--- src/rtl/pwm_ctrl_pkg.sv ---
// Shared types, default widths and duty-step arithmetic for the PWM ramp controller.
package pwm_ctrl_pkg;

  localparam int unsigned WORD_LENGTH = 8;
  localparam int unsigned FREQ_LENGTH = 2;
  localparam int unsigned DWELL_WIDTH = 16;

  typedef enum logic [1:0] {
    IDLE = 2'd0,
    RAMP = 2'd1,
    HOLD = 2'd2,
    STOP = 2'd3
  } state_t;

  // Move cur toward tgt by stp, clamping at tgt so the result never overshoots or wraps.
  function automatic logic [31:0] step_duty(input logic [31:0] cur,
                                            input logic [31:0] tgt,
                                            input logic [31:0] stp);
    logic [31:0] nxt;
    if (cur < tgt) begin
      nxt = ((tgt - cur) <= stp) ? tgt : cur + stp;
    end else begin
      nxt = ((cur - tgt) <= stp) ? tgt : cur - stp;
    end
    return nxt;
  endfunction

endpackage

--- src/rtl/pwm_dwell_timer.sv ---
// Loadable down-counter that ticks once every reload period while enabled.
module pwm_dwell_timer #(
  parameter int unsigned DWELL_WIDTH = 16
) (
  input  logic                   clk,
  input  logic                   reset,
  input  logic                   load,
  input  logic [DWELL_WIDTH-1:0] load_val,
  input  logic                   enable,
  output logic                   tick
);

  logic [DWELL_WIDTH-1:0] count;
  logic [DWELL_WIDTH-1:0] reload;

  assign tick = enable && !load && (count == DWELL_WIDTH'(1));

  always_ff @(posedge clk or negedge reset) begin
    if (!reset) begin
      count  <= '0;
      reload <= '0;
    end else if (load) begin
      count  <= load_val;
      reload <= load_val;
    end else if (enable) begin
      count <= (count == DWELL_WIDTH'(1)) ? reload : count - DWELL_WIDTH'(1);
    end
  end

endmodule

--- src/rtl/pwm_ramp_ctrl.sv ---
// Command-driven soft-start/soft-stop sequencer feeding the PWM start/duty/frequency inputs.
module pwm_ramp_ctrl #(
  parameter int unsigned WORD_LENGTH = pwm_ctrl_pkg::WORD_LENGTH,
  parameter int unsigned FREQ_LENGTH = pwm_ctrl_pkg::FREQ_LENGTH,
  parameter int unsigned DWELL_WIDTH = pwm_ctrl_pkg::DWELL_WIDTH
) (
  input  logic                   clk,
  input  logic                   reset,
  input  logic                   cmd_valid,
  output logic                   cmd_ready,
  input  logic [WORD_LENGTH-1:0] cmd_duty,
  input  logic [WORD_LENGTH-1:0] cmd_step,
  input  logic [FREQ_LENGTH-1:0] cmd_freq,
  input  logic [DWELL_WIDTH-1:0] cmd_dwell,
  input  logic                   stop_req,
  output logic                   start,
  output logic [WORD_LENGTH-1:0] dutyCycle,
  output logic [FREQ_LENGTH-1:0] frequency,
  output logic                   busy,
  output logic                   at_target
);

  import pwm_ctrl_pkg::*;

  state_t                 state;
  logic [WORD_LENGTH-1:0] target;
  logic [WORD_LENGTH-1:0] step;
  logic [DWELL_WIDTH-1:0] dwell;

  logic                   accept;
  logic                   stop_take;
  logic                   tick;
  logic                   tmr_load;
  logic                   tmr_enable;
  logic [DWELL_WIDTH-1:0] tmr_val;
  logic [DWELL_WIDTH-1:0] cmd_dwell_eff;
  logic [WORD_LENGTH-1:0] cmd_step_eff;
  logic [WORD_LENGTH-1:0] next_duty;

  // stop_req masks ready, so a simultaneous command is never accepted
  assign cmd_ready     = ((state == IDLE) || (state == HOLD)) && !stop_req;
  assign accept        = cmd_valid && cmd_ready;
  assign stop_take     = stop_req && ((state == RAMP) || (state == HOLD));
  assign cmd_step_eff  = (cmd_step == '0) ? WORD_LENGTH'(1) : cmd_step;
  assign cmd_dwell_eff = (cmd_dwell == '0) ? DWELL_WIDTH'(1) : cmd_dwell;

  assign tmr_load   = accept || stop_take;
  assign tmr_val    = accept ? cmd_dwell_eff : dwell;
  assign tmr_enable = (state == RAMP) || (state == STOP);
  assign next_duty  = WORD_LENGTH'(step_duty(32'(dutyCycle), 32'(target), 32'(step)));

  pwm_dwell_timer #(
    .DWELL_WIDTH (DWELL_WIDTH)
  ) u_dwell_timer (
    .clk      (clk),
    .reset    (reset),
    .load     (tmr_load),
    .load_val (tmr_val),
    .enable   (tmr_enable),
    .tick     (tick)
  );

  always_ff @(posedge clk or negedge reset) begin
    if (!reset) begin
      state     <= IDLE;
      target    <= '0;
      step      <= '0;
      dwell     <= '0;
      start     <= 1'b0;
      dutyCycle <= '0;
      frequency <= '0;
      busy      <= 1'b0;
      at_target <= 1'b0;
    end else begin
      case (state)
        IDLE, HOLD: begin
          if (stop_take) begin
            state     <= STOP;
            target    <= '0;
            at_target <= 1'b0;
          end else if (accept) begin
            target    <= cmd_duty;
            step      <= cmd_step_eff;
            dwell     <= cmd_dwell_eff;
            frequency <= cmd_freq;
            start     <= 1'b1;
            busy      <= 1'b1;
            if (dutyCycle == cmd_duty) begin
              state     <= HOLD;
              at_target <= 1'b1;
            end else begin
              state     <= RAMP;
              at_target <= 1'b0;
            end
          end
        end
        RAMP: begin
          if (stop_take) begin
            state  <= STOP;
            target <= '0;
          end else if (tick) begin
            dutyCycle <= next_duty;
            if (next_duty == target) begin
              state     <= HOLD;
              at_target <= 1'b1;
            end
          end
        end
        STOP: begin
          // start drops one cycle after the duty has reached zero
          if (dutyCycle == '0) begin
            state <= IDLE;
            start <= 1'b0;
            busy  <= 1'b0;
          end else if (tick) begin
            dutyCycle <= next_duty;
          end
        end
        default: state <= IDLE;
      endcase
    end
  end

endmodule

--- config.mk ---
export PLATFORM = sky130hd
export DESIGN_NAME = pwm_ramp_ctrl
export DESIGN_NICKNAME = d
export VERILOG_FILES = /design/src/rtl/pwm_ctrl_pkg.sv /design/src/rtl/pwm_dwell_timer.sv /design/src/rtl/pwm_ramp_ctrl.sv
export SDC_FILE = /design/constraint.sdc
export NUM_CORES = 1
export LEC_CHECK = 0
export CAP_MARGIN = 20
export CORE_MARGIN = 4
export CORE_UTILIZATION = 59
export DETAILED_ROUTE_END_ITERATION = 10
export MAX_ROUTING_LAYER = met4
export PLACE_DENSITY = 0.81
export SLEW_MARGIN = 0
export SYNTH_ARGS = -nofsm -noshare
export SYNTH_HDL_FRONTEND = slang
export SYNTH_SLANG_ARGS = --single-unit
--- constraint.sdc ---
create_clock -name clk -period 5 [get_ports clk]
set_clock_uncertainty 0.2 [all_clocks]
set_input_delay 0.5 -clock clk [delete_from_list [all_inputs] [get_ports clk]]
set_output_delay 0.5 -clock clk [all_outputs]
set_load 0.05 [all_outputs]
==> results.yml <==
outcome:
  status: "finished, final reports clean"
route:
  totalWireLength_um: 16500
  drt_iter0_drc: 426
  via_per_inst: 6.22
  dr.pass1.iters: 5
  wl_per_cell_um: 18.9
  vias: 5431
  postRouteAntennaNets: 0
  drcViolationCount: 0
power:
  power.density_mw_per_mm2: 674
  net-switching-power_w: 0.00227
  p_leak_nw: 2.94
  peakVddDrop_mv: 0.587
  swShare_pct: 50.9
  combPwrFrac_pct: 64.4
  p_seq_share_pct: 25.5
  clockPowerShare_pct: 10.2
  finalPower_w: 0.00445
  p_int_w: 0.00218
synthesis:
  ys_seq_area_share_pct: 34.1
  avgSynthCellArea_um2: 8.27
  synthMuxAreaShare_pct: 1.57
  synth_edf_count: 0
  yosysWarnings: 0
  synth_top_area_share_pct: 34.1
  synth_adder_area_share_pct: 12.5
  synth_xor_area_share_pct: 5.66
  async_reset_ff_share_pct: 100
  synth_cells: 693
  yosys.area_share.simple_pct: 19.0
  synthFlopType: "dfrtp_1"
  synthTopCellsByArea: "dfrtp_1, ha_1, a21oi_1, nand2_1, nor2_1"
  synth_common_cells: "dfrtp_1, nand2_1, nor2_1"
  synth-compound-area-share_pct: 22.3
  yosysMostFrequentCell: "dfrtp_1"
  synth_top_area_cell: "dfrtp_1"
  syn_nets: 786
  syn_area_mm2: 0.00573
  synthDistinctLibCells: 56
  synth-seq-cells: 78
  synth_top_family_by_area: "compound AO/OA/AOI/OAI gates"
setup_path:
  r2r_cells: 19
  cpMostUsedCell: "a21oi_1"
  cp_num_buf_inv: 2
  setup.worst_path.start_class: "flip-flop"
  worst-path-stages: 19
  cpPeakStageDelay_ns: 0.49
  arrival_ns: 4.89
  crit_slowest_cell: "or3_1"
  worstPathCellList: "inv_1, ha_1, inv_1, fa_1, a21o_1, a21oi_2, o21bai_1, a21oi_1, xnor2_1, ha_1, nand4_1, nor2_1, a21oi_1, or3_1, a32o_1, a22o_1, a2111oi_2, a21oi_1, a21bo_1"
  crit_family: "compound AO/OA/AOI/OAI gates"
  cp_data_required_time_ns: 5.07
  critical_path.max_fanout: 7
  critical_path_class: "flip-flop to flip-flop"
  endpoint_kind: "flip-flop"
clock_network:
  cts_made_buffers: 9
  insertion_delay_ns: 0.37
  clkTransAtPathRegs_ns: 0.09
  cts_setup_buffers: 0
  htree_levels: 3
  tritoncts: "yes"
  clock_path_buffers: 2
  root_buffer: "clkbuf_8"
  clock-sinks: 78
global_routing:
  antenna_found_initial: 0
  grt_use_met2_pct: 48.1
  track_usage_pct: 31.0
  grt_pass1_vias: 5292
  use_met1_pct: 41.8
  gr-usage-met3_pct: 5.83
  grt_pass1_wl_um: 27000
  gr-max-usage-layer: "met2"
  grt_start_max_net_pins: 79
  grt_remaining_overflow: 0
sta:
  hold_viol: 0
  finalCriticalPeriod_ns: 4.82
  period_share_pct: 96.4
  timing.final.setup_violations: 0
  max_clock_freq_ghz: 0.208
  max_slew.worst_pin.slew_ns: 1.02
  slew_headroom_pct: 32.1
  finalMaxSlewViolations: 0
die:
  die_area_mm2: 0.0114
  dieWidth_um: 107
  core-area_mm2: 0.00933
  rows: 35
  start_util_pct: 61.4
  ios: 52
  fp.dieH_um: 107
worst_hold_path:
  holdPathStages: 2
  min_path_type: "flip-flop to flip-flop"
finish:
  area_growth_pct: 15.2
  drive_above_1_share_pct: 5.24
  utilization_pct: 70.8
  antenna_cells: 0
  final_nets: 832
placed_design:
  detailed_place_hpwl_um: 12500
  portBuffers: 51
  gp_congestion: 1.03
run:
  cap_viol_max_count: 0
-- routing by layer --
metal	share of wire, %	wire length [um]
met2	46	7520
met4	2.0	334
met1	44	7290
met3	8.3	1380
met5	0	0
-- power by group through the flow --
stage                     clock network, W  registers, W  logic [W]
after global routing              0.000485       0.00117    0.00314
after global placement                   0       0.00112    0.00264
after floorplan                          0       0.00111    0.00203
after detailed placement                 0       0.00113    0.00274
after CTS                         0.000459       0.00112    0.00277
final                             0.000452       0.00113    0.00286
-- layout by cell type (no fill, tap or decap), drive strengths merged, types with 4 or more instances in the layout --
cell           count
xnor2             20
o21a              12
nor4              12
fa                 4
ha                51
nand2             73
nand4              7
o21bai             6
nor2b             10
o31ai             10
clkbuf             9
nor3              21
mux2i              9
or3                4
nand2b            10
a211oi            15
clkdlybuf4s50     50
o211ai             5
a21o               6
a21oi             67
inv               47
buf               12
xor2              17
nand3             15
nor2              73
o21ai             46
a31oi              8
o22ai              9
dfrtp             78
-- final cells by class --
class	count	area [um^2]
fillers	786	2720
repair buffers	63	621
inverters	45	169
well taps	129	161
clock inverters	7	57.6
clock buffers	9	124
multi-input cells	542	3520
flip-flops and latches	78	1960
-- sequential cells by signal, summed over array words and instances (netlist names) --
signal,cells
at_target,1
busy,1
dutyCycle,8
dwell,16
frequency,2
state,2
step,8
target,8
u_dwell_timer.count,16
u_dwell_timer.reload,16
-- stage by stage --
stage               instances  hold WS, ns  TNS (ns)  worst slack (ns)  instance area (um^2)
global route              873        0.309  -0.00736          -0.00736                  6600
detailed placement        855        0.258         0             0.178                  6360
global placement          855        0.254         0             0.397                  6360
finish                    873        0.282         0             0.181                  6600
floorplan                 693      0.00441         0             0.382                  5730
CTS                       871        0.113         0             0.151                  6550
-- worst paths after layout --
kind | start | endpoint | slack (ns)
min in group asynchronous | reset | step[1] | 0.30
min | dwell[7] | dwell[7] | 0.28
max in group asynchronous | reset | u_dwell_timer.count[4] | 3.70
min reg2reg | dwell[7] | dwell[7] | 0.28
max | dutyCycle[0] | state[0] | 0.18
max reg2reg | dutyCycle[0] | state[0] | 0.18
-- worst reg2reg max path, delay by kind of cell, from the launching register on --
family	cells	cell delay, ns
AOI/OAI and AO/OA	10	2.10
adders and majority gates	3	0.90
and+or+nand+nor	3	0.76
DFF	1	0.48
buffers and inverters	2	0.17
xor gates and xnor gates	1	0.10
-- cell families after synthesis --
| logic type | count (synthesis) |
|---|---|
| muxes | 9 |
| and+or+nand+nor | 235 |
| buffers and inverters | 73 |
| adders and majority gates | 55 |
| DFF | 78 |
| AOI/OAI and AO/OA | 206 |
| xor gates and xnor gates | 37 |
-- timing repair --
item	4_1_cts	5_1_grt
gates resized for setup	0	6
hold buffers	0	1
setup endpoints to repair	0	3
hold endpoints to repair	0	9
No activity file was read; power rests on OpenSTA's default activity.
